--- src/rtl/osd_pkg.sv ---
// -----------------------------------------------------------------------------
// osd_pkg
// Shared definitions for the OSD rectangle writer: bitmap geometry, the
// controller state encoding, the latched command record and a bounds check.
// No ports (package).
// -----------------------------------------------------------------------------
package osd_pkg;

  localparam int OSD_WIDTH   = 520;
  localparam int OSD_HEIGHT  = 400;
  localparam int OSD_ADDR_W  = 19;
  localparam int OSD_COORD_W = 10;

  typedef enum logic [1:0] {
    IDLE  = 2'd0,
    CHECK = 2'd1,
    FILL  = 2'd2,
    DONE  = 2'd3
  } osd_state_e;

  typedef struct packed {
    logic [OSD_COORD_W-1:0] x0;
    logic [OSD_COORD_W-1:0] y0;
    logic [OSD_COORD_W-1:0] x1;
    logic [OSD_COORD_W-1:0] y1;
    logic                   color;
  } osd_cmd_t;

  // A rectangle is legal when its corners are ordered and it lies fully
  // inside the bitmap.
  function automatic logic cmd_in_bounds(input osd_cmd_t c, input int w, input int h);
    return (c.x0 <= c.x1) && (c.y0 <= c.y1) &&
           (int'(c.x1) < w) && (int'(c.y1) < h);
  endfunction

endpackage

--- src/rtl/osd_addr_gen.sv ---
// -----------------------------------------------------------------------------
// osd_addr_gen
// Raster walker for a rectangle fill. Holds the column/row counters and the
// linear address plus the address of the current row start. Addresses are
// produced incrementally; the only multiply (row base of the first row) is
// done by the caller and presented on base_i together with load_i.
//
// Ports:
//   clk_i   clock
//   rst_i   synchronous active-high reset
//   load_i  start a new rectangle at (x0_i, y0_i), address base_i
//   step_i  advance one pixel in raster order
//   base_i  y0*WIDTH + x0
//   x0_i    left column (held stable for the whole fill)
//   y0_i    top row (sampled at load)
//   x1_i    right column (held stable)
//   y1_i    bottom row (held stable)
//   addr_o  linear address of the current pixel
//   last_o  current pixel is the bottom-right corner
// -----------------------------------------------------------------------------
module osd_addr_gen
  import osd_pkg::*;
#(
  parameter int WIDTH  = OSD_WIDTH,
  parameter int ADDR_W = OSD_ADDR_W
) (
  input  logic                   clk_i,
  input  logic                   rst_i,
  input  logic                   load_i,
  input  logic                   step_i,
  input  logic [ADDR_W-1:0]      base_i,
  input  logic [OSD_COORD_W-1:0] x0_i,
  input  logic [OSD_COORD_W-1:0] y0_i,
  input  logic [OSD_COORD_W-1:0] x1_i,
  input  logic [OSD_COORD_W-1:0] y1_i,
  output logic [ADDR_W-1:0]      addr_o,
  output logic                   last_o
);

  localparam logic [ADDR_W-1:0] ROW_STRIDE = ADDR_W'(WIDTH);

  logic [OSD_COORD_W-1:0] col_q, col_d;
  logic [OSD_COORD_W-1:0] row_q, row_d;
  logic [ADDR_W-1:0]      addr_q, addr_d;
  logic [ADDR_W-1:0]      row_base_q, row_base_d;

  always_comb begin
    col_d      = col_q;
    row_d      = row_q;
    addr_d     = addr_q;
    row_base_d = row_base_q;
    if (load_i) begin
      col_d      = x0_i;
      row_d      = y0_i;
      addr_d     = base_i;
      row_base_d = base_i;
    end else if (step_i) begin
      if (col_q == x1_i) begin
        // Wrap to the left edge of the next row.
        col_d      = x0_i;
        row_d      = row_q + 1'b1;
        addr_d     = row_base_q + ROW_STRIDE;
        row_base_d = row_base_q + ROW_STRIDE;
      end else begin
        col_d  = col_q + 1'b1;
        addr_d = addr_q + 1'b1;
      end
    end
  end

  always_ff @(posedge clk_i) begin
    if (rst_i) begin
      col_q      <= '0;
      row_q      <= '0;
      addr_q     <= '0;
      row_base_q <= '0;
    end else begin
      col_q      <= col_d;
      row_q      <= row_d;
      addr_q     <= addr_d;
      row_base_q <= row_base_d;
    end
  end

  assign addr_o = addr_q;
  assign last_o = (col_q == x1_i) && (row_q == y1_i);

endmodule

--- src/rtl/osd_rect_writer.sv ---
// -----------------------------------------------------------------------------
// osd_rect_writer
// Accepts rectangle-fill commands and streams one registered pixel write per
// clock to the OSD bitmap RAM, in raster order.
//
// state | meaning
// ------+----------------------------------------------------------
// IDLE  | ready for a command (ready drops for one cycle after oERR)
// CHECK | validate latched command, compute first address
// FILL  | one write per clock until the bottom-right pixel
// DONE  | pulse oDONE, no write
//
// Ports:
//   iCLK        clock (also the RAM write clock)
//   iRST        synchronous active-high reset
//   iCMD_VALID  command valid
//   oCMD_READY  command can be accepted
//   iCMD_X0/Y0  top-left corner, inclusive
//   iCMD_X1/Y1  bottom-right corner, inclusive
//   iCMD_COLOR  pixel value to write
//   oWR_ADDR    RAM write address (y*WIDTH + x)
//   oWR_DATA    RAM write data
//   oWR_EN      RAM write enable
//   oBUSY       command in progress
//   oDONE       one-cycle pulse after the last write
//   oERR        one-cycle pulse on a rejected command
// -----------------------------------------------------------------------------
module osd_rect_writer
  import osd_pkg::*;
#(
  parameter int WIDTH  = OSD_WIDTH,
  parameter int HEIGHT = OSD_HEIGHT,
  parameter int ADDR_W = OSD_ADDR_W
) (
  input  logic              iCLK,
  input  logic              iRST,
  input  logic              iCMD_VALID,
  output logic              oCMD_READY,
  input  logic [9:0]        iCMD_X0,
  input  logic [9:0]        iCMD_Y0,
  input  logic [9:0]        iCMD_X1,
  input  logic [9:0]        iCMD_Y1,
  input  logic              iCMD_COLOR,
  output logic [ADDR_W-1:0] oWR_ADDR,
  output logic              oWR_DATA,
  output logic              oWR_EN,
  output logic              oBUSY,
  output logic              oDONE,
  output logic              oERR
);

  localparam logic [1:0] ST_IDLE  = IDLE;
  localparam logic [1:0] ST_CHECK = CHECK;
  localparam logic [1:0] ST_FILL  = FILL;
  localparam logic [1:0] ST_DONE  = DONE;

  logic [1:0]        state_q, state_d;
  osd_cmd_t          cmd_q, cmd_d;
  logic              ready_q, ready_d;
  logic              err_q, err_d;
  logic              done_q, done_d;
  logic              wr_en_q, wr_en_d;
  logic              wr_data_q, wr_data_d;

  logic              gen_load;
  logic              gen_step;
  logic              gen_last;
  logic [ADDR_W-1:0] gen_addr;
  logic [ADDR_W-1:0] first_base;

  // Start address of the rectangle; registered into the walker on load.
  assign first_base = ADDR_W'(cmd_q.y0) * ADDR_W'(WIDTH) + ADDR_W'(cmd_q.x0);

  always_comb begin
    state_d   = state_q;
    cmd_d     = cmd_q;
    err_d     = 1'b0;
    done_d    = 1'b0;
    wr_en_d   = 1'b0;
    wr_data_d = 1'b0;
    gen_load  = 1'b0;
    gen_step  = 1'b0;
    case (state_q)
      ST_IDLE: begin
        if (iCMD_VALID && ready_q) begin
          cmd_d   = '{x0: iCMD_X0, y0: iCMD_Y0, x1: iCMD_X1, y1: iCMD_Y1,
                      color: iCMD_COLOR};
          state_d = ST_CHECK;
        end
      end
      ST_CHECK: begin
        if (!cmd_in_bounds(cmd_q, WIDTH, HEIGHT)) begin
          err_d   = 1'b1;
          state_d = ST_IDLE;
        end else begin
          gen_load  = 1'b1;
          wr_en_d   = 1'b1;
          wr_data_d = cmd_q.color;
          state_d   = ST_FILL;
        end
      end
      ST_FILL: begin
        if (gen_last) begin
          done_d  = 1'b1;
          state_d = ST_DONE;
        end else begin
          gen_step  = 1'b1;
          wr_en_d   = 1'b1;
          wr_data_d = cmd_q.color;
        end
      end
      ST_DONE: state_d = ST_IDLE;
      default: state_d = ST_IDLE;
    endcase
    // Ready is held off during the oERR cycle so it reappears one cycle later.
    ready_d = (state_d == ST_IDLE) && !err_d;
  end

  always_ff @(posedge iCLK) begin
    if (iRST) begin
      state_q   <= ST_IDLE;
      cmd_q     <= '0;
      ready_q   <= 1'b1;
      err_q     <= 1'b0;
      done_q    <= 1'b0;
      wr_en_q   <= 1'b0;
      wr_data_q <= 1'b0;
    end else begin
      state_q   <= state_d;
      cmd_q     <= cmd_d;
      ready_q   <= ready_d;
      err_q     <= err_d;
      done_q    <= done_d;
      wr_en_q   <= wr_en_d;
      wr_data_q <= wr_data_d;
    end
  end

  osd_addr_gen #(
    .WIDTH  (WIDTH),
    .ADDR_W (ADDR_W)
  ) u_addr_gen (
    .clk_i  (iCLK),
    .rst_i  (iRST),
    .load_i (gen_load),
    .step_i (gen_step),
    .base_i (first_base),
    .x0_i   (cmd_q.x0),
    .y0_i   (cmd_q.y0),
    .x1_i   (cmd_q.x1),
    .y1_i   (cmd_q.y1),
    .addr_o (gen_addr),
    .last_o (gen_last)
  );

  assign oCMD_READY = ready_q;
  assign oWR_ADDR   = gen_addr;
  assign oWR_DATA   = wr_data_q;
  assign oWR_EN     = wr_en_q;
  assign oBUSY      = (state_q != ST_IDLE);
  assign oDONE      = done_q;
  assign oERR       = err_q;

endmodule

--- config.mk ---
export PLATFORM = sky130hd
export DESIGN_NAME = osd_rect_writer
export DESIGN_NICKNAME = d
export VERILOG_FILES = /design/src/rtl/osd_pkg.sv /design/src/rtl/osd_addr_gen.sv /design/src/rtl/osd_rect_writer.sv
export SDC_FILE = /design/constraint.sdc
export NUM_CORES = 1
export LEC_CHECK = 0
export BUFFER_PORTS_ARGS = -buffer_cell sky130_fd_sc_hd__buf_4
export CAP_MARGIN = 5
export CORE_MARGIN = 5
export CORE_UTILIZATION = 53
export CTS_BUF_LIST = sky130_fd_sc_hd__clkbuf_8
export DETAILED_ROUTE_END_ITERATION = 6
export HOLD_SLACK_MARGIN = 0.12
export PLACE_DENSITY = 0.69
export SYNTH_ARGS = -nofsm -noshare
export SYNTH_HDL_FRONTEND = slang
export SYNTH_SLANG_ARGS = --single-unit
--- constraint.sdc ---
create_clock -name iCLK -period 4 [get_ports iCLK]
set_clock_uncertainty 0.1 [all_clocks]
set_input_delay 0.4 -clock iCLK [delete_from_list [all_inputs] [get_ports iCLK]]
set_output_delay 0.4 -clock iCLK [all_outputs]
set_load 0.01 [all_outputs]
==> After elaboration in Yosys (flattened, before gate mapping) <==
Index checks and enable logic that the tools add are counted.
{ "op_classes": {"n_bitwise": 1, "order_cmp": 4, "eq_ne": 5, "mul": 1, "mux": 27, "n_reduce_logical": 15, "addsub": 5} }
{ "ops": {"columns": ["operator", "count"], "rows": [
  ["$mux W19", 6],
  ["$mux W10", 6],
  ["$add A10 B1 Y10 const B", 2],
  ["$eq A10 B10 Y1", 2],
  ["$le A10 B10 Y1", 2],
  ["$add A19 B1 Y19 const B", 1],
  ["$add A19 B10 Y19", 1],
  ["$add A19 B10 Y19 const B", 1],
  ["$mul A10 B7 Y16 const B", 1],
  ["$lt A10 B10 Y1 const B", 1],
  ["$lt A10 B9 Y1 const B", 1],
  ["$mux W1", 9],
  ["$pmux W2 S4", 1],
  ["$logic_and A1 B1 Y1", 6],
  ["$mux W2", 3],
  ["$reduce_bool A2 Y1", 3],
  ["$eq A2 B2 Y1 const B", 2],
  ["$logic_not A2 Y1", 2],
  ["$pmux W1 S2", 2],
  ["$reduce_and A2 Y1", 2],
  ["$eq A2 B1 Y1 const B", 1],
  ["$reduce_or A2 Y1", 1],
  ["$logic_not A1 Y1", 1],
  ["$not A1 Y1", 1]
]} }
{ "word_totals": {"inputBits": 44, "out_inout_bits": 25, "ff_bits": 106, "word_cells": 73} }

==> Depth between registers and ports, before layout <==
Gate-level depths: netlist of the first run.
{ "logic_depth": {"depth_word": 8, "mapped_depth": 11} }

==> By module <==
A second synthesis of the first run with hierarchy kept.
{ "unflattened": {"cells_unflattened": 914, "area_unflattened_um2": 7113.1} }
{ "modules_own_cells": {"columns": ["module", "area_each_um2", "seq_area_each_um2", "n_inst", "cells_per_inst"], "rows": [
  ["osd_addr_gen", 4149.0, 1161.1, 1, 526],
  ["osd_rect_writer", 2964.1, 960.9, 1, 388]
]} }

==> Worst setup path before layout of the first run <==
Ideal clock, no wire load.
{ "synth_timing": {"path_type": "register to register", "start": "register cmd_q[28] (netlist name)", "end": "register u_addr_gen.addr_q[15] (netlist: u_addr_gen.addr_o[15])", "arrival_time_ns": 2.907, "n_path_buf": 0, "setup_slack_ns": 0.905, "stages_incl_launch_ff": 11, "cell_sequence": "dfxtp_1 > ha_1 > ha_1 > inv_1 > fa_1 > or3b_4 > or3_4 > o311ai_4 > a21o_1 > a21oi_2 > a311oi_2"} }
{ "synth_between": {"elab_chain_len": 7, "word_cells_on_any_way": 10, "classes_between": "add/sub: 1; mul: 1; order compare: 1; mux: 3; reduce/logical: 4"} }
{ "synth_rtl": {"columns": ["element", "line_no", "rtl"], "rows": [
  ["start: declaration", "osd_rect_writer.sv:58", "osd_cmd_t cmd_q, cmd_d;"],
  ["start signal: assignment", "osd_rect_writer.sv:130", "cmd_q <= cmd_d;"],
  ["branches (longest 7 deep; another with $add A19 B10 Y19)", null, null],
  ["end signal: assignment", "osd_addr_gen.sv:80", "addr_q <= addr_d;"],
  ["end: declaration", "osd_addr_gen.sv:44", "logic [ADDR_W-1:0] addr_q, addr_d;"]
]} }
Several ways; the timed one is not identified.
A chain may end at the register's enable or synchronous reset.

==> Worst setup path after layout of the first run <==
{ "layout_timing": {"start": "register cmd_q[27] (netlist name)", "end": "register u_addr_gen.addr_q[15] (netlist: u_addr_gen.addr_o[15])"} }
The elaborated chain is that of the path after synthesis.

==> results of run 1 <==
==> cells in the mapped netlist (6+ instances only) <==
| cell type | count | area, sq um |
|---|---|---|
| and3_1 | 14 | 87.6 |
| o211ai_1 | 8 | 60.1 |
| o21a_1 | 6 | 45.0 |
| nand3_1 | 34 | 170 |
| clkbuf_1 | 30 | 113 |
| dfxtp_1 | 106 | 2120 |
| nand2b_1 | 6 | 37.5 |
| nor4_1 | 6 | 37.5 |
| nand2_1 | 143 | 537 |
| ha_1 | 43 | 538 |
| a31oi_1 | 7 | 43.8 |
| a211oi_1 | 30 | 225 |
| xor2_1 | 29 | 254 |
| nand4_1 | 27 | 169 |
| buf_2 | 14 | 70.1 |
| o22ai_1 | 10 | 62.6 |
| buf_1 | 7 | 26.3 |
| a21o_1 | 11 | 82.6 |
| o21ai_0 | 35 | 175 |
| xnor2_1 | 39 | 342 |
| nor2_1 | 50 | 188 |
| inv_1 | 38 | 143 |
| a21oi_1 | 99 | 495 |
| nor3_1 | 15 | 75.1 |
==> per-stage QoR <==
| stage | total power, mW | util (%) | hold slack (ps) | worst slack (ps) | std cells |
|---|---|---|---|---|---|
| final | 4.95 | 61.0 | 144 | 663 | 1104 |
| after CTS | 4.93 | 61.0 | 136 | 653 | 1104 |
| after floorplan | 3.40 | - | 332 | 905 | 891 |
| after detailed placement | 4.09 | 59.0 | 342 | 673 | 1088 |
| after global routing | 5.30 | 61.0 | 134 | 461 | 1104 |
| after global placement | 4.04 | 59.0 | 343 | 758 | 1088 |
==> worst register-to-register path: stages, from the launching register on <==
cell and delay (ps):
dfxtp_1 560, ha_1 230, ha_1 200, inv_1 70, fa_1 400, xor2_1 180, or3b_4 390, or3_4 380
o31ai_2 270, a21o_1 170, a21oi_2 70, a311oi_2 230
==> worst min path at each step <==
| stage | slack, ps | end | cells after the start |
|---|---|---|---|
| after floorplan | 330 | cmd_q[0]$_SDFFE_PP0P_ | 2 |
| after global placement | 340 | u_addr_gen.row_base_q[0]$_SDFFE_PP0P_ | 2 |
| after detailed placement | 340 | cmd_q[0]$_SDFFE_PP0P_ | 2 |
| after CTS | 140 | cmd_q[12]$_SDFFE_PP0P_ | 3 |
| after global routing | 130 | cmd_q[12]$_SDFFE_PP0P_ | 3 |
| final | 140 | cmd_q[33]$_SDFFE_PP0P_ | 3 |
==> power by group through the flow <==
stage / sequential (mW) / combinational, mW / clock, mW
2_1_floorplan: 1.60 / 1.80 / 0
3_3_place_gp: 1.68 / 2.36 / 0
3_5_place_dp: 1.69 / 2.40 / 0
4_1_cts: 1.67 / 2.42 / 0.850
5_1_grt: 1.72 / 2.70 / 0.888
6_report: 1.68 / 2.43 / 0.837
==> registers in the layout (all words and copies together) (netlist names) <==
signal                 flops
u_addr_gen.addr_o         19
oWR_DATA                   1
u_addr_gen.row_q          10
oWR_EN                     1
u_addr_gen.col_q          10
cmd_q                     41
oDONE                      1
oCMD_READY                 1
u_addr_gen.row_base_q     19
oERR                       1
state_q                    2
==> metal layers <==
layer  share of wire [%]  vias up
met5                   0        -
met4                 2.0        0
met3                 4.9       34
met2                  47      201
met1                  46     3111
li1                    -     3246
==> logic make-up (layout without fill, tap and decap cells) <==
| logic type | count (synthesis) | after routing |
|---|---|---|
| xor+xnor | 68 | 68 |
| compound gates | 247 | 247 |
| fa+ha+maj | 45 | 45 |
| mux | 9 | 9 |
| buf+inv | 93 | 134 |
| simple gates | 323 | 323 |
| flops | 106 | 106 |
==> final cells by class <==
class | instances | area share, %
Inverter | 38 | 1.84
Sequential cell | 106 | 27.4
Clock inverter | 5 | 1.31
Multi-Input combinational cell | 692 | 56.9
Timing Repair Buffer | 80 | 7.77
Tap cell | 172 | 2.78
Clock buffer | 11 | 1.96
==> results.py, run 1 <==
metrics = {
    "power_and_ir_drop": {
        "pwr-share-clk_pct": 16.9,
        "leakagePower_nw": 3.03,
        "switchingPower_mw": 2.26,
        "internal_power_mw": 2.69,
        "powerDensity_nw_per_um2": 639,
        "peakVddDrop_v": 0.000412,
        "switching_share_pct": 45.6,
        "p_seq_share_pct": 33.9,
        "p_comb_share_pct": 49.2,
    },
    "critical_path": {
        "cp_slowest_cell": "dfxtp_1",
        "cp_cell_sequence": "ha_1 > ha_1 > inv_1 > fa_1 > xor2_1 > or3b_4 > or3_4 > o31ai_2 > a21o_1 > a21oi_2 > a311oi_2",
        "worst_ep_required_time_ps": 4200,
        "crit_path_end": "u_addr_gen.addr_o[15]$_SDFFE_PP0P_",
        "cp-start-kind": "flip-flop",
        "path_delay_family": "adder cells",
        "cp-end-kind": "flip-flop",
        "crit_cells": 11,
        "path_buf_inv": 1,
        "critPathArrivalTime_ps": 3530,
        "startpoint": "cmd_q[27]$_SDFFE_PP0P_",
        "max_stage_delay_ps": 560,
        "reg2regPathDepth": 11,
        "rrSetupSlack_ps": 660,
        "r2r-end": "u_addr_gen.addr_o[15]$_SDFFE_PP0P_",
        "crit_type": "reg2reg",
        "crit_fanout": 11,
        "timing.rr.start": "cmd_q[27]$_SDFFE_PP0P_",
        "crit_top_cell": "ha_1",
    },
    "logic_synthesis": {
        "yosysSeqAreaShare_pct": 30.8,
        "synth_compound_area_share_pct": 23.1,
        "synthArstFlopShare_pct": 0,
        "synth-xor-area-share_pct": 8.63,
        "synth_nets": 980,
        "synth_mux_area_share_pct": 1.43,
        "synth-edff-count": 0,
        "syn_inst": 891,
        "avgSynthCellArea_sq_um": 7.74,
        "synth-simple-area-share_pct": 22.2,
        "ys_types": 71,
        "synthFlopType": "dfxtp_1",
        "ys_seq_elements": 106,
        "synthesis.area_sq_um": 6900,
        "ys.warnings.count": 0,
        "synth_top_family_by_area": "compound AO/OA/AOI/OAI gates",
        "synthAdderAreaFrac_pct": 8.38,
    },
    "drt": {
        "drc_errors": 0,
        "drt.antenna.violating_nets": 0,
        "wl_per_cell_microns": 17.2,
        "drt_pass1_iterations": 5,
        "routed_wl_microns": 19000,
        "via_per_inst": 5.97,
        "vias": 6592,
        "drt_iter0_markers": 575,
    },
    "clock_network": {
        "post_cts_buffers": 0,
        "clk_pin_slew_worst_paths_ps": 110,
        "cts.hold.buffers_added": 0,
        "numCtsBuffers": 9,
        "cts_resized": 0,
        "cts_tree": "built",
        "htreeDepth": 3,
        "cts_buffer_depth": 2,
        "clkSinkCount": 106,
        "clkLatencyLatePin_ps": 390,
        "root_buffer": "clkbuf_8",
    },
    "grt": {
        "grt_max_degree": 104,
        "overflow": 0,
        "grt_util_met3_pct": 3.77,
        "grt_usage_pct": 25.4,
        "grt_use_met1_pct": 34.5,
        "first_global_vias": 6307,
        "busiest_layer": "met2",
        "grt_pass1_wl_microns": 31300,
        "antenna_found_initial": 0,
        "grt_use_met2_pct": 41.5,
    },
    "floorplanning": {
        "coreArea_sq_um": 12700,
        "fp.dieW_microns": 124,
        "die_h_microns": 124,
        "ios": 69,
        "start_util_pct": 54.4,
        "die_area_sq_um": 15400,
        "rows": 41,
    },
    "final_layout": {
        "nNetsFinal": 1016,
        "final-seq-area_sq_um": 2120,
        "diodes": 0,
        "mostFrequentLayoutCells": "143 x nand2_1, 106 x dfxtp_1, 99 x a21oi_1, 80 x buf_4, 49 x nor2_1",
        "area_growth_pct": 12.1,
        "fillerInstances": 1195,
        "layout_commonest_cell": "nand2_1",
        "final_layout_size_suffix_gt1_share_pct": 13.0,
        "multi_input_area_sq_um": 4400,
        "fin_area_sq_um": 7730,
    },
    "run_status": {
        "status": "completed",
    },
    "sta": {
        "max_slew.worst_pin.slew_ps": 1100,
        "grt_setup_unrepaired": "false",
        "finalCritPeriodShare_pct": 83.4,
        "finalSetupViolations": 0,
        "hold_viol": 0,
        "period_minus_slack_ps": 3340,
        "fmax_mhz": 300,
        "tns_ps": 0,
        "slew_viol_final": 0,
        "slew_headroom_pct": 26.5,
    },
    "place": {
        "io_buffers": 68,
        "post-dp-hpwl_microns": 13600,
        "gp_congestion": 0.922,
        "dpl_cell_area_sq_um": 7480,
    },
    "hold_path": {
        "worstHoldPathType": "in2reg",
        "min_from": "iCMD_X0[2]",
    },
    "job": {
        "cap_violations": 0,
    },
}
(Power assumes the default switching activity.)
==> run 2: changes to the inputs <==
==> constraint.sdc (replaced) <==
create_clock -name iCLK -period 3.3 [get_ports iCLK]
set_clock_uncertainty 0.1 [all_clocks]
set_input_delay 0.33 -clock iCLK [delete_from_list [all_inputs] [get_ports iCLK]]
set_output_delay 0.33 -clock iCLK [all_outputs]
set_load 0.01 [all_outputs]
==> run 2 against run 1 <==
Combinational power increased by 24%. Die area unchanged. Clock-buffer cell count unchanged. Non-clock buffer count increased by 43. Flip-flop and latch count unchanged. Cell count increased by 3.9%. Total power increased by 18%. Sequential share of layout area decreased by 1.2 points. Utilization increased by 2.8 points. Critical endpoint unchanged.
==> results.py, run 2 (synthesized netlist as in run 1, its figures left out) <==
metrics = {
    "run_status": {
        "status": "completed",
    },
    "critical_path": {
        "reg2regPathDepth": 11,
        "path_delay_family": "adder cells",
        "critPathArrivalTime_ps": 3350,
        "crit_fanout": 5,
        "cp-end-kind": "flip-flop",
        "path_buf_inv": 1,
        "crit_type": "reg2reg",
        "cp_slowest_cell": "fa_1",
        "worst_ep_required_time_ps": 3490,
        "crit_top_cell": "ha_1",
        "max_stage_delay_ps": 390,
        "cp_cell_sequence": "ha_1 > ha_1 > inv_1 > fa_1 > xor2_1 > or3b_4 > or3_4 > o311ai_4 > a21o_1 > a21oi_2 > a311oi_2",
        "cp-start-kind": "flip-flop",
        "crit_cells": 11,
    },
    "drt": {
        "routed_wl_microns": 19100,
        "drt.antenna.violating_nets": 0,
        "drt_pass1_iterations": 5,
        "drt_iter0_markers": 709,
        "via_per_inst": 5.88,
        "vias": 6746,
        "drc_errors": 0,
        "wl_per_cell_microns": 16.7,
    },
    "floorplanning": {
        "rows": 41,
        "die_h_microns": 124,
        "fp.dieW_microns": 124,
        "start_util_pct": 54.4,
        "die_area_sq_um": 15400,
        "ios": 69,
        "coreArea_sq_um": 12700,
    },
    "final_layout": {
        "final-seq-area_sq_um": 2120,
        "utilization_pct": 63.8,
        "diodes": 0,
        "mostFrequentLayoutCells": "143 x nand2_1, 106 x dfxtp_1, 99 x a21oi_1, 87 x buf_4, 49 x nor2_1",
        "fillerInstances": 1137,
        "fin_cells": 1147,
        "largest_register": "cmd_q",
        "area_growth_pct": 17.2,
        "largest_reg_flops": 41,
        "final_layout_size_suffix_gt1_share_pct": 13.2,
        "multi_input_area_sq_um": 4400,
        "layout_commonest_cell": "nand2_1",
        "fin_area_sq_um": 8090,
        "nNetsFinal": 1059,
    },
    "clock_network": {
        "clkSinkCount": 106,
        "clk_pin_slew_worst_paths_ps": 110,
        "cts_buffer_depth": 2,
        "numCtsBuffers": 9,
        "htreeDepth": 3,
        "cts_tree": "built",
        "clkLatencyLatePin_ps": 390,
        "cts_resized": 0,
        "root_buffer": "clkbuf_8",
    },
    "place": {
        "post-dp-hpwl_microns": 13200,
        "placed_cells": 1096,
        "place_ws_ps": 185,
        "io_buffers": 68,
        "dpl_cell_area_sq_um": 7550,
        "gp_congestion": 0.907,
    },
    "sta": {
        "period_minus_slack_ps": 3160,
        "slew_headroom_pct": 40.3,
        "tns_ps": 0,
        "finalCritPeriodShare_pct": 95.8,
        "finalSetupViolations": 0,
        "setup_slack_ps": 140,
        "fmax_mhz": 316,
        "slew_viol_final": 0,
        "max_slew.worst_pin.slew_ps": 896,
        "holdWs_ps": 135,
        "hold_viol": 0,
        "grt_setup_unrepaired": "false",
    },
    "grt": {
        "grt_pass1_wl_microns": 31600,
        "grt_use_met1_pct": 34.1,
        "overflow": 0,
        "antenna_found_initial": 0,
        "grt_use_met2_pct": 41.8,
        "first_global_vias": 6334,
        "grt_max_degree": 84,
        "busiest_layer": "met2",
        "grt_usage_pct": 25.8,
        "grt_util_met3_pct": 4.09,
    },
    "power_and_ir_drop": {
        "finalPower_mw": 5.82,
        "peakVddDrop_v": 0.000505,
        "powerDensity_nw_per_um2": 720,
        "leakagePower_nw": 3.20,
    },
    "job": {
        "cap_violations": 0,
    },
    "hold_path": {
        "worstHoldPathType": "in2reg",
        "holdPathStages": 3,
    },
}
==> run 2: cell count changes in the layout (fill, tap and decap cells not counted), sizes merged <==
cell,before,now
buf,80,88
clkinv,0,3
bufinv,3,0
dlygate4sd3,0,35
==> run 2: tightest hold or removal path, cell delays in order <==
cell and delay (ps):
buf_4 110, nand2_1 80, a21oi_1 70
==> run 2: report_power, final <==
| part | internal [mW] | total, mW | switching [mW] | leakage [nW] |
|---|---|---|---|---|
| Sequential | 1.59 | 2.02 | 0.425 | 0.863 |
| Combinational | 1.18 | 3.02 | 1.84 | 2.24 |
| Clock | 0.313 | 0.786 | 0.473 | 0.0965 |
==> run 2: final timing paths <==
check                    startpoint                                  to  slack, ps
min reg2reg   cmd_q[0]$_SDFFE_PP0P_               cmd_q[0]$_SDFFE_PP0P_        360
min                      iCMD_Y0[8]              cmd_q[29]$_SDFFE_PP0P_        140
max          cmd_q[22]$_SDFFE_PP0P_  u_addr_gen.addr_o[15]$_SDFFE_PP0P_        140
max reg2reg  cmd_q[22]$_SDFFE_PP0P_  u_addr_gen.addr_o[15]$_SDFFE_PP0P_        140
==> run 2: repair_timing <==
action | 4_1_cts | 5_1_grt
hold endpoints to repair | 35 | 0
hold buffers | 35 | 0
buffers inserted | 0 | 0
==> run 2: routing by layer <==
metal	vias up	part of all wire (%)	wire, microns
li1	3328	-	-
met1	3151	45	8640
met2	229	46	8820
met3	38	5.9	1130
met4	0	2.8	529
met5	-	0	0
==> run 2: area by class of cell <==
class,instances,area share (%)
tap,172,2.66
inverter,38,1.76
clock buffer,11,1.87
clock inverter,5,0.371
multi-input combinational,692,54.4
timing repair buffer,123,12.7
sequential,106,26.2
==> run 3: changes to the inputs <==
--- a/config.mk
+++ b/config.mk
@@ -12,7 +12,7 @@
 export CTS_BUF_LIST = sky130_fd_sc_hd__clkbuf_8
 export DETAILED_ROUTE_END_ITERATION = 6
 export HOLD_SLACK_MARGIN = 0.12
-export PLACE_DENSITY = 0.69
+export PLACE_DENSITY = 0.72
 export SYNTH_ARGS = -nofsm -noshare
 export SYNTH_HDL_FRONTEND = slang
 export SYNTH_SLANG_ARGS = --single-unit
==> constraint.sdc (replaced) <==
create_clock -name iCLK -period 2.9 [get_ports iCLK]
set_clock_uncertainty 0.1 [all_clocks]
set_input_delay 0.29 -clock iCLK [delete_from_list [all_inputs] [get_ports iCLK]]
set_output_delay 0.29 -clock iCLK [all_outputs]
set_load 0.01 [all_outputs]
==> run 3 against run 2 <==
Largest power group unchanged. Hold slack improved by 11 ps. Worst setup slack got worse by 190 ps. Clock power increased by 22%. First-iteration DRC count increased by 3.0%. Via count increased by 1.2%. Non-clock buffer count increased by 26. Combinational power increased by 21%. The run now ends with setup timing left.
==> results.py, run 3 (synthesized netlist as in run 1, its figures left out) <==
metrics = {
    "run_status": {
        "status": "finished, violations left",
        "failed_checks": "setup timing",
    },
    "final_layout": {
        "final_layout_size_suffix_gt1_share_pct": 16.2,
        "largest_reg_flops": 41,
        "mostFrequentLayoutCells": "143 x nand2_1, 105 x buf_4, 104 x dfxtp_1, 99 x a21oi_1, 48 x nor2_1",
        "diodes": 0,
        "largest_register": "cmd_q",
        "layout_commonest_cell": "nand2_1",
        "fin_cells": 1172,
        "area_growth_pct": 22.4,
        "utilization_pct": 66.7,
        "nNetsFinal": 1085,
        "fin_area_sq_um": 8450,
    },
    "power_and_ir_drop": {
        "powerDensity_nw_per_um2": 818,
        "finalPower_mw": 6.91,
        "leakagePower_nw": 3.35,
        "peakVddDrop_v": 0.000501,
    },
    "drt": {
        "vias": 6824,
        "routed_wl_microns": 20000,
        "drc_errors": 0,
        "drt.antenna.violating_nets": 0,
        "drt_iter0_markers": 730,
        "drt_pass1_iterations": 5,
        "wl_per_cell_microns": 17.1,
        "via_per_inst": 5.82,
    },
    "clock_network": {
        "cts_buffer_depth": 2,
        "clkLatencyLatePin_ps": 390,
        "numCtsBuffers": 9,
        "clk_pin_slew_worst_paths_ps": 90,
        "htreeDepth": 3,
        "cts_tree": "built",
        "clkSinkCount": 106,
        "root_buffer": "clkbuf_8",
    },
    "critical_path": {
        "path_buf_inv": 1,
        "max_stage_delay_ps": 400,
        "worst_ep_required_time_ps": 3040,
        "crit_type": "reg2reg",
        "crit_top_cell": "ha_4",
        "path_delay_family": "simple AND/OR/NAND/NOR gates",
        "critPathArrivalTime_ps": 3090,
        "crit_fanout": 5,
        "cp-end-kind": "flip-flop",
        "cp_cell_sequence": "ha_4 > ha_4 > inv_2 > fa_2 > xor2_2 > or3b_4 > or3_4 > o311ai_4 > nand3_2 > a21oi_2 > a311oi_2",
        "cp-start-kind": "flip-flop",
        "cp_slowest_cell": "or3b_4",
    },
    "sta": {
        "period_minus_slack_ps": 2950,
        "setup_slack_ps": -47.7,
        "hold_viol": 0,
        "slew_headroom_pct": 47.7,
        "grt_setup_unrepaired": "true",
        "max_slew.worst_pin.slew_ps": 776,
        "finalSetupViolations": 6,
        "finalCritPeriodShare_pct": 102,
        "fmax_mhz": 339,
        "slew_viol_final": 0,
    },
    "grt": {
        "grt_max_degree": 58,
        "grt_usage_pct": 26.9,
        "antenna_found_initial": 0,
        "overflow": 0,
        "first_global_vias": 6345,
        "grt_pass1_wl_microns": 32500,
    },
    "floorplanning": {
        "coreArea_sq_um": 12700,
        "die_h_microns": 124,
        "rows": 41,
        "ios": 69,
        "fp.dieW_microns": 124,
        "start_util_pct": 54.4,
        "die_area_sq_um": 15400,
    },
    "place": {
        "gp_congestion": 0.903,
        "dpl_cell_area_sq_um": 7790,
        "io_buffers": 68,
        "placed_cells": 1115,
        "post-dp-hpwl_microns": 14300,
    },
    "hold_path": {
        "worstHoldPathType": "in2reg",
    },
    "job": {
        "cap_violations": 0,
    },
}
run 3: changes by cell type in the layout (fill, tap and decap cells not counted), sizes merged:
cell / delta
clkbuf: +1
dlygate4sd3: +4
bufinv: +1
clkinv: -2
buf: +22
clkinvlp: -1
run 3: cell type report:
class	instances	area (sq um)
Tap cell	172	215
Timing Repair Buffer	149	1270
Clock buffer	12	165
Multi-Input combinational cell	692	4490
Fill cell	1108	4220
Sequential cell	106	2130
Clock inverter	3	38.8
Inverter	38	143
run 3: what timing repair did:
| item | in CTS | in global routing |
|---|---|---|
| cloned | 0 | 0 |
| hold buffers | 39 | 0 |
| setup buffers | 1 | 2 |
| pin swaps | 5 | 7 |
| endpoints found under the setup margin | 8 | 10 |
| resized for setup | 1 | 8 |
| hold endpoints to repair | 39 | 0 |
run 3: routing by layer:
layer	share of wire (%)	routed length (microns)	vias up	GRT usage, %
li1	-	-	3365	-
met1	46	9210	3189	37.4
met2	45	8990	236	41.6
met3	6.8	1350	34	5.31
met4	2.2	444	0	9.38
met5	0	0	-	0
run 3: worst reg2reg max path: stages, from the launching register on:
cell	delay, ps
dfxtp_4	360
ha_4	260
ha_4	120
inv_2	40
fa_2	360
xor2_2	160
or3b_4	400
or3_4	390
o311ai_4	250
nand3_2	110
a21oi_2	200
a311oi_2	50
run 3: worst paths after layout:
| check | end | startpoint | cells past startpoint | slack [ps] |
|---|---|---|---|---|
| hold reg to reg | u_addr_gen.row_base_q[0]$_SDFFE_PP0P_ | u_addr_gen.row_base_q[0]$_SDFFE_PP0P_ | 2 | 370 |
| setup / recovery | u_addr_gen.addr_o[15]$_SDFFE_PP0P_ | cmd_q[28]$_SDFFE_PP0P_ | 11 | -50 |
| hold / removal | cmd_q[30]$_SDFFE_PP0P_ | iCMD_Y0[9] | 3 | 150 |
| setup reg to reg | u_addr_gen.addr_o[15]$_SDFFE_PP0P_ | cmd_q[28]$_SDFFE_PP0P_ | 11 | -50 |
run 3: per-stage QoR:
stage / TNS, ps / hold WS [ps] / worst slack, ps
final: -170 / 146 / -47.7
after floorplan: -206 / 316 / -78.2
after global routing: -956 / 135 / -165
after detailed placement: -678 / 346 / -148
after CTS: -69.6 / 130 / -35.9
after global placement: -260 / 346 / -70.9
run 3: power by group:
group	total (mW)	internal [mW]	switching (mW)	leakage [nW]
combinational	3.66	1.49	2.17	2.37
clock	0.960	0.461	0.498	0.110
sequential	2.28	1.81	0.470	0.864
